**src/rtl/weight_load_ctrl_pkg.sv**
```systemverilog
// Shared types and constants for the per-kernel weight path sequencer.
package cnn_pkg;

  typedef enum logic [1:0] {
    IDLE   = 2'd0,
    LOAD   = 2'd1,
    STREAM = 2'd2,
    DONE   = 2'd3
  } wl_state_t;

  localparam int WL_MAX_ELEMS  = 15;
  localparam int WL_WORD_ELEMS = 2;

endpackage

```
**src/rtl/weight_load_ctrl_if.sv**
```systemverilog
// Load-side (packed words in) and replay-side (elements out) streams.
interface weight_load_ctrl_if #(
  parameter int DATA_WIDTH = 16
) ();

  logic [31:0]           in_data;
  logic                  in_valid;
  logic                  in_ready;
  logic [DATA_WIDTH-1:0] out_data;
  logic                  out_vld;
  logic                  out_ready;
  logic                  out_last;

  // Controller side: consumes packed words, produces elements.
  modport slave (
    input  in_data, in_valid, out_ready,
    output in_ready, out_data, out_vld, out_last
  );

  // Environment side: AXI word source plus PE array sink.
  modport master (
    output in_data, in_valid, out_ready,
    input  in_ready, out_data, out_vld, out_last
  );

endinterface

```
**src/rtl/weight_load_ctrl_store.sv**
```systemverilog
// Kernel register file: two-element word write port, one combinational read port.
module weight_store #(
  parameter int DATA_WIDTH = 16,
  parameter int MAX_ELEMS  = 15,
  parameter int IDX_W      = 4,
  parameter int WW_W       = 3
) (
  input  logic                    clk,
  input  logic                    wr_en,
  input  logic [WW_W-1:0]         wr_word,
  input  logic [2*DATA_WIDTH-1:0] wr_data,
  input  logic [IDX_W-1:0]        rd_idx,
  output logic [DATA_WIDTH-1:0]   rd_data
);

  logic [DATA_WIDTH-1:0] mem [MAX_ELEMS];

  // Word k lands in slots 2k (low half) and 2k+1 (high half); a high half
  // that falls past the last slot is simply dropped.
  always_ff @(posedge clk) begin
    for (int i = 0; i < MAX_ELEMS; i++) begin
      if (wr_en && ((WW_W+1)'(i) == {wr_word, 1'b0}))
        mem[i] <= wr_data[DATA_WIDTH-1:0];
      if (wr_en && ((WW_W+1)'(i) == {wr_word, 1'b1}))
        mem[i] <= wr_data[2*DATA_WIDTH-1:DATA_WIDTH];
    end
  end

  assign rd_data = (32'(rd_idx) < MAX_ELEMS) ? mem[rd_idx] : '0;

endmodule

```
**src/rtl/weight_load_ctrl.sv**
```systemverilog
// Loads one kernel of packed weights, then replays it to the PE array
// one element per cycle for the requested number of passes.
module weight_load_ctrl
  import cnn_pkg::*;
#(
  parameter int DATA_WIDTH = 16,
  parameter int MAX_ELEMS  = WL_MAX_ELEMS,
  parameter int PASS_W     = 8
) (
  input  logic              clk,
  input  logic              rst,
  input  logic              start,
  input  logic [4:0]        weight_dim,
  input  logic [PASS_W-1:0] num_pass,
  weight_load_ctrl_if.slave bus,
  output logic              busy,
  output logic              done,
  output logic              cfg_err
);

  localparam int IDX_W = $clog2(MAX_ELEMS);
  localparam int WW_W  = $clog2((MAX_ELEMS + 1) / 2);
  localparam logic [4:0] MAX_DIM = 5'(MAX_ELEMS);

  wl_state_t             state;
  logic [IDX_W-1:0]      rd_idx;
  logic [WW_W-1:0]       wr_word;
  logic [PASS_W-1:0]     pass_cnt;
  logic [PASS_W-1:0]     pass_last;
  logic [4:0]            dim_q;
  logic                  in_ready;
  logic                  out_vld;
  logic                  out_last;
  logic [4:0]            words_need;
  logic [IDX_W-1:0]      last_idx;
  logic [WW_W-1:0]       last_word;
  logic                  wr_en;
  logic [DATA_WIDTH-1:0] rd_data;

  assign words_need = (dim_q + 5'(WL_WORD_ELEMS - 1)) / 5'(WL_WORD_ELEMS);
  assign last_word  = WW_W'(words_need - 5'd1);
  assign last_idx   = IDX_W'(dim_q - 5'd1);
  assign wr_en      = (state == LOAD) && bus.in_valid && in_ready;

  weight_store #(
    .DATA_WIDTH (DATA_WIDTH),
    .MAX_ELEMS  (MAX_ELEMS),
    .IDX_W      (IDX_W),
    .WW_W       (WW_W)
  ) u_store (
    .clk     (clk),
    .wr_en   (wr_en),
    .wr_word (wr_word),
    .wr_data (bus.in_data),
    .rd_idx  (rd_idx),
    .rd_data (rd_data)
  );

  assign bus.in_ready = in_ready;
  assign bus.out_vld  = out_vld;
  assign bus.out_last = out_last;
  assign bus.out_data = out_vld ? rd_data : '0;

  // Sequencer: IDLE -> LOAD -> STREAM (x passes) -> DONE, all outputs registered.
  always_ff @(posedge clk) begin
    if (rst) begin
      state     <= IDLE;
      in_ready  <= 1'b0;
      out_vld   <= 1'b0;
      out_last  <= 1'b0;
      busy      <= 1'b0;
      done      <= 1'b0;
      cfg_err   <= 1'b0;
      rd_idx    <= '0;
      wr_word   <= '0;
      pass_cnt  <= '0;
      pass_last <= '0;
      dim_q     <= '0;
    end else begin
      done    <= 1'b0;
      cfg_err <= 1'b0;
      unique case (state)
        IDLE: begin
          if (start) begin
            if (weight_dim != 5'd0 && weight_dim <= MAX_DIM) begin
              dim_q     <= weight_dim;
              // A pass count of zero still replays once.
              pass_last <= (num_pass == '0) ? '0 : num_pass - PASS_W'(1);
              wr_word   <= '0;
              rd_idx    <= '0;
              pass_cnt  <= '0;
              in_ready  <= 1'b1;
              busy      <= 1'b1;
              state     <= LOAD;
            end else begin
              cfg_err <= 1'b1;
            end
          end
        end
        LOAD: begin
          if (bus.in_valid && in_ready) begin
            if (wr_word == last_word) begin
              in_ready <= 1'b0;
              out_vld  <= 1'b1;
              out_last <= (last_idx == '0);
              state    <= STREAM;
            end else begin
              wr_word <= wr_word + WW_W'(1);
            end
          end
        end
        STREAM: begin
          if (bus.out_ready) begin
            if (rd_idx == last_idx) begin
              rd_idx <= '0;
              if (pass_cnt == pass_last) begin
                out_vld  <= 1'b0;
                out_last <= 1'b0;
                done     <= 1'b1;
                state    <= DONE;
              end else begin
                pass_cnt <= pass_cnt + PASS_W'(1);
                out_last <= (last_idx == '0);
              end
            end else begin
              rd_idx   <= rd_idx + IDX_W'(1);
              out_last <= ((rd_idx + IDX_W'(1)) == last_idx);
            end
          end
        end
        DONE: begin
          busy  <= 1'b0;
          state <= IDLE;
        end
        default: state <= IDLE;
      endcase
    end
  end

endmodule

```
**src/flat_wrapper.sv**
```systemverilog
// flat-port wrapper written by rule: the top's interface ports become plain ports
module weight_load_ctrl_flat import cnn_pkg::*;
#(
  parameter int DATA_WIDTH = 16,
  parameter int MAX_ELEMS  = WL_MAX_ELEMS,
  parameter int PASS_W     = 8
)
  (clk, rst, start, weight_dim, num_pass, busy, done, cfg_err, bus_in_data, bus_in_valid, bus_out_ready, bus_in_ready, bus_out_data, bus_out_vld, bus_out_last);
  weight_load_ctrl_if #(.DATA_WIDTH(DATA_WIDTH)) bus_i ();
  input  logic clk;
  input  logic rst;
  input  logic start;
  input  logic [4:0] weight_dim;
  input  logic [PASS_W-1:0] num_pass;
  output logic busy;
  output logic done;
  output logic cfg_err;
  input wire logic [$bits(bus_i.in_data)-1:0] bus_in_data;
  input wire logic [$bits(bus_i.in_valid)-1:0] bus_in_valid;
  input wire logic [$bits(bus_i.out_ready)-1:0] bus_out_ready;
  output wire logic [$bits(bus_i.in_ready)-1:0] bus_in_ready;
  output wire logic [$bits(bus_i.out_data)-1:0] bus_out_data;
  output wire logic [$bits(bus_i.out_vld)-1:0] bus_out_vld;
  output wire logic [$bits(bus_i.out_last)-1:0] bus_out_last;
  assign bus_i.in_data = bus_in_data;
  assign bus_i.in_valid = bus_in_valid;
  assign bus_i.out_ready = bus_out_ready;
  assign bus_in_ready = bus_i.in_ready;
  assign bus_out_data = bus_i.out_data;
  assign bus_out_vld = bus_i.out_vld;
  assign bus_out_last = bus_i.out_last;
  weight_load_ctrl #(.DATA_WIDTH(DATA_WIDTH), .MAX_ELEMS(MAX_ELEMS), .PASS_W(PASS_W)) u_core (.clk(clk), .rst(rst), .start(start), .weight_dim(weight_dim), .num_pass(num_pass), .bus(bus_i), .busy(busy), .done(done), .cfg_err(cfg_err));
endmodule
```
**config.mk**
```make
export PLATFORM = sky130hd
export DESIGN_NAME = weight_load_ctrl_flat
export DESIGN_NICKNAME = d
export VERILOG_FILES = /design/src/rtl/weight_load_ctrl_pkg.sv /design/src/rtl/weight_load_ctrl_if.sv /design/src/rtl/weight_load_ctrl_store.sv /design/src/rtl/weight_load_ctrl.sv /design/src/flat_wrapper.sv
export SDC_FILE = /design/constraint.sdc
export NUM_CORES = 1
export LEC_CHECK = 0
export ABC_CLOCK_PERIOD_IN_PS = 2230
export CAP_MARGIN = 20
export CORE_MARGIN = 2
export CORE_UTILIZATION = 50
export DETAILED_ROUTE_END_ITERATION = 12
export HOLD_SLACK_MARGIN = 0.03
export PLACE_DENSITY = 0.72
export SLEW_MARGIN = 5
export SYNTH_ARGS = -nofsm -noshare
export SYNTH_HDL_FRONTEND = slang
export SYNTH_SLANG_ARGS = --single-unit
```
**constraint.sdc**
```tcl
create_clock -name clk -period 2.23 [get_ports clk]
set_input_delay 0.446 -clock clk [delete_from_list [all_inputs] [get_ports clk]]
set_output_delay 0.446 -clock clk [all_outputs]
set_load 0.05 [all_outputs]
```
### After elaboration in Yosys (flattened, before gate mapping)

Memories as Yosys holds them, arrays and structs flattened. A register that Yosys moved wholly into a read port is not among the register bits.
Cells that the tools add are included.

| operators by class | value |
|---|---|
| equal/unequal tests | 23 |
| add/sub/neg operators | 7 |
| magnitude comparators | 2 |
| bitwise gates (word level) | 5 |
| reductions and logical operators | 45 |
| mux-type cells | 104 |

Operators by type and width:

| kind | count |
|---|---|
| $mux W16 | 15 |
| $reduce_or A16 Y1 | 13 |
| $mux W4 | 19 |
| $mux W8 | 6 |
| $mux W1 | 45 |
| $pmux W8 S2 | 1 |
| $mux W2 | 7 |
| $eq A3 B3 Y1 const A | 4 |
| $logic_and A1 B1 Y1 | 12 |
| $mux W3 | 4 |
| $ne A2 B2 Y1 const B | 6 |
| $reduce_and A6 Y1 | 2 |
| $reduce_and A5 Y1 | 2 |
| $add A4 B1 Y4 const B | 2 |
| $add A8 B1 Y8 const B | 1 |
| $eq A4 B4 Y1 | 2 |
| $eq A8 B8 Y1 | 1 |
| $logic_not A8 Y1 | 1 |
| $pmux W1 S2 | 4 |
| $pmux W2 S4 | 1 |
| $pmux W4 S2 | 1 |
| $reduce_and A4 Y1 | 2 |
| $reduce_bool A2 Y1 | 4 |
| $sub A8 B1 Y8 const B | 1 |
| 21 further kinds | 30 |

| word-level totals | value |
|---|---|
| output and inout bits | 22 |
| input port bits | 50 |
| memory bits (writable) | 240 |
| memories | 1 |
| logic and storage cells | 199 |
| register bits after elaboration | 35 |

Memory list:

| memory | depth | width | read ports | clocked after memory_dff | write ports | line | source |
|---|---|---|---|---|---|---|---|
| u_core.u_store.mem | 15 | 16 | 1 | 1 | 2 | weight_load_ctrl_store.sv:16 | `logic [DATA_WIDTH-1:0] mem [MAX_ELEMS];` |

### Longest topological paths before layout

| logic depth | value |
|---|---|
| word-level depth | 14 |
| depth in mapped cells | 9 |
| mapped depth without buffers | 9 |

### Modules after synthesis

A second synthesis with hierarchy kept.

| second synthesis, totals | value |
|---|---|
| cell total of the unflattened synthesis | 752 |
| area total of the unflattened synthesis | 11686.2 um^2 |

Modules (own cells, without submodules):

| module | instances | area each (um^2) | cells an instance | seq. area each (um^2) |
|---|---|---|---|---|
| weight_store | 1 | 9321.4 | 466 | 7206.9 |
| weight_load_ctrl | 1 | 2364.8 | 286 | 700.7 |

### Worst setup path before layout

Ideal clock, no wire load.

| path | value |
|---|---|
| path kind | register -> output |
| start | reg (tool-made name) |
| end | out bus_out_data[10] |
| buffers on the path | 3 |
| cell stages (with the launch flop) | 8 |
| slack | -0.318 ns |
| data arrival time | 2.102 ns |
| cell sequence | dfxtp_1 > buf_4 > buf_4 > buf_2 > mux2i_1 > o21ai_0 > mux4_2 > nor2b_1 |

RTL lines:

| item | line | source |
|---|---|---|
| end, declared | flat_wrapper.sv:22 | `output wire logic [$bits(bus_i.out_data)-1:0] bus_out_data;` |

==> parameters.txt <==
Parameter                              Value

Cells and area
  Synth-to-layout area growth ... 28.3%
  Share of the core filled with cells ... 0.654
  Share of final-layout standard cells stronger than drive strength 1 ... 0.317
  Layout net count ... 900
  Most used cells in the layout excluding fill and tap cells ... edfxtp_1, buf_4, mux4_2, clkdlybuf4s50_1, nand2_1
  Fin cells ... 1141
  Leading cell type in the layout, fill and taps excluded ... edfxtp_1
  Filler instances ... 1514

Drt
  Routed len/inst ... 21.3 µm
  DRC violation count after routing ... 0
  DRC violation total after the first TritonRoute iteration ... 425
  Wire length reported by the detailed router ... 24.3 mm
  Number of iterations in the first detailed-routing pass ... 4
  Antenna violation net count after detailed routing ... 0
  Via density per instance ... 5.73
  Count of vias placed by the detailed router ... 6540

Placement
  Placed Instances ... 1052
  IO Port Bufs ... 71
  Routability-driven placement congestion ratio ... 0.841
  Placement-stage worst setup slack ... -214 ps
  Detail Placement HPWL ... 14.3 mm

STA
  Highest clock frequency the design can meet ... 331 MHz
  Headroom to the max-slew limit ... 0.660
  Worst clock skew ... 9.15 ps
  Unrepaired setup endpoints after global routing ... yes
  Period utilization ... 1.36
  Final setup slack of the worst path ... -794 ps
  Max-slew violations ... 0
  Accumulated negative setup slack ... -11900 ps
  Final worst path period need ... 3020 ps
  Final setup viols ... 16
  Final-report hold violation count ... 0
  Slew of the pin with the lowest slew margin ... 509 ps

Die
  Die height ... 156 µm
  FP Rows ... 55
  I/O pin count ... 72
  Core area ... 0.0227 mm²
  Die area ... 0.0244 mm²
  Die W ... 156 µm
  Starting Density ... 0.509

Synth
  Mapped Nets ... 735
  Async S/R FF share, synth ... 0
  Synthesized area ... 0.0116 mm²
  Yosys reg bits ... 279
  Mean post-synth cell area ... 17.3 µm²
  Top cell type by total area after synthesis ... edfxtp_1
  Post-Syn Instances ... 667
  Post-synthesis sequential area ratio ... 0.690
  Number of warnings reported in the yosys synthesis log ... 0
  Share of the synthesized area in the top cell type ... 0.623
  Top post-synthesis cells by area ... edfxtp_1, mux4_2, dfxtp_1
  Post-synth EDFFs ... 240
  Synth Flop Type ... edfxtp_1
  Count of unique library cells instantiated by Yosys ... 55

GRT
  GR Overflow Total ... 0
  Pin count of the biggest net entering global routing ... 33
  Overall routing resource usage ... 0.198
  Initial antenna violation count ... 2
  First-pass GRT wire length ... 36.9 mm
  Vias in the first global route ... 6720

Hold path
  Min-delay worst type ... reg -> reg
  Worst hold stages ... 2
  Min-delay src ... u_core.pass_last[0]$_SDFFE_PP0P_
  Endpoint of the worst hold-timing path ... u_core.pass_last[0]$_SDFFE_PP0P_

Clocking
  Root buffer selected by CTS ... clkbuf_16
  CTS clock-pin slew for the worst setup and hold paths ... 60 ps
  Cts hold-fix bufs ... 0
  Number of buffers added by the clock tree synthesis step ... 29
  Total number of H-tree levels ... 1
  Clock tree from TritonCTS ... yes
  Max Buffers Root-to-Sink ... 3
  TritonCTS Sinks ... 279
  Clock network latency to the later pin of the worst-skew pair ... 530 ps

Worst setup path
  Depth of the worst register-to-register path ... 8
  R2R Setup Slk ... 60 ps
  Critical path startpoint category ... flip-flop
  Launching point of the worst reg2reg path ... u_core.dim_q[0]$_SDFFE_PP0P_
  Endpoint of the worst-slack reg-to-reg timing path ... u_core.state[1]$_SDFFE_PP0P_
  Critical path class ... reg -> out
  Highest fanout seen on the critical path ... 6
  Data arrival time at the worst-slack endpoint ... 2580 ps
  Required arrival time at the worst endpoint ... 1780 ps
  Category of the worst setup path capture point ... output pin

Pwr
  Max IR drop VDD ... 616 µV
  Post-layout total power ... 13600 µW
  Leakage ... 0.00496 µW
  Power density normalized to cell area ... 915 mW/mm²

Status
  Result of the run ... complete, but fails checks
  Violations in the final reports ... negative setup slack

Job
  Number of maximum-capacitance constraint violations ... 0
-- power by group --
part,switching (µW),leakage [µW],internal [µW],total [µW]
registers,87.6,0.00248,5760,5850
logic,1540,0.00200,1340,2880
clock network,1920,0.000485,2940,4860
total,3550,0.00496,10000,13600
-- critical path, stage by stage, from the launching register on --
cell     delay (ps)
dfxtp_4         390
buf_12          120
buf_12          120
buf_8           130
mux4_2          500
mux4_2          480
nor2b_4         150
buf_6           160
-- Yosys cell counts, types with 3 or more instances --
| cell | count |
|---|---|
| mux2i_1 | 18 |
| inv_1 | 15 |
| and3_1 | 9 |
| o21ai_0 | 22 |
| mux4_2 | 64 |
| a211oi_1 | 3 |
| a22oi_1 | 6 |
| dfxtp_1 | 39 |
| xnor2_1 | 16 |
| nand2_1 | 42 |
| and2_1 | 4 |
| ha_1 | 18 |
| xor2_1 | 9 |
| buf_4 | 3 |
| xnor3_1 | 3 |
| o21a_1 | 3 |
| clkbuf_1 | 18 |
| a21oi_1 | 20 |
| o31ai_1 | 5 |
| nand4_1 | 5 |
| nor3_1 | 7 |
| nand3_1 | 16 |
| nor2_1 | 19 |
| nor3b_1 | 3 |
| edfxtp_1 | 240 |
| nand2b_1 | 3 |
| nor2b_1 | 17 |
| or4_1 | 5 |
| buf_2 | 7 |
-- cell type report --
class | count | area (µm²) | share of cell area
sequential | 279 | 8000 | 0.539
multi-input combinational | 342 | 3630 | 0.244
timing repair buffer | 165 | 1810 | 0.122
clock buffer | 43 | 871 | 0.0587
tap | 285 | 357 | 0.0240
clock inverter | 10 | 119 | 0.00801
inverter | 15 | 58.8 | 0.00396
antenna | 2 | 5.00 | 0.000337
-- logic make-up (layout without fill, tap and decap cells) --
| logic type | after synthesis | count (layout) | synth area share |
|---|---|---|---|
| flops | 279 | 279 | 0.690 |
| mux | 82 | 82 | 0.140 |
| xor+xnor | 29 | 29 | 0.0268 |
| other cells | 0 | 2 | 0 |
| compound gates | 76 | 76 | 0.0449 |
| simple gates | 137 | 137 | 0.0609 |
| buf+inv | 46 | 233 | 0.0173 |
| fa+ha+maj | 18 | 18 | 0.0195 |
-- metal layers --
layer | GRT usage | up-vias | wire, µm
met3 | 0.0361 | 35 | 1660
li1 | - | 2980 | -
met2 | 0.350 | 227 | 12500
met5 | 0 | - | 0
met4 | 0.0467 | 0 | 415
met1 | 0.255 | 3298 | 9700
-- stage by stage --
step	instance area (µm²)	hold WS, ps
global placement	13200	468
finish	14800	491
global route	14800	507
floorplan	11700	445
detailed placement	13200	462
CTS	14500	496
-- sequential cells by signal, indices dropped and copies added (netlist names), named ones only --
register,cells
u_core.bus.in_ready,1
u_core.done,1
u_core.bus.out_vld,1
u_core.busy,1
u_core.dim_q,4
u_core.cfg_err,1
u_core.u_store.mem,240
u_core.pass_cnt,8
u_core.wr_word,3
u_core.bus.out_last,1
u_core.pass_last,8
u_core.rd_idx,4
u_core.state,2
-- how the worst max path moves through the flow --
stage,startpoint,end,slack (ps),depth (start not counted)
after CTS,flip-flop,bus_out_data[9],-780,5
final,flip-flop,bus_out_data[3],-790,7
after global routing,flip-flop,bus_out_data[3],-850,7
after floorplan,u_core.bus.out_vld$_SDFFE_PP0P_,bus_out_data[10],-110,3
after global placement,flip-flop,bus_out_data[5],-170,5
after detailed placement,weight_dim[1],u_core.pass_cnt[3]$_SDFFE_PP0P_,-210,8
-- what timing repair did --
item	CTS	global route
pin swaps	3	10
endpoints found under the setup margin	27	31
gates resized for setup	22	40
cloned	1	2
hold endpoints to repair	0	0
buffers inserted	12	21
No activity file was read; power rests on OpenSTA's default activity.
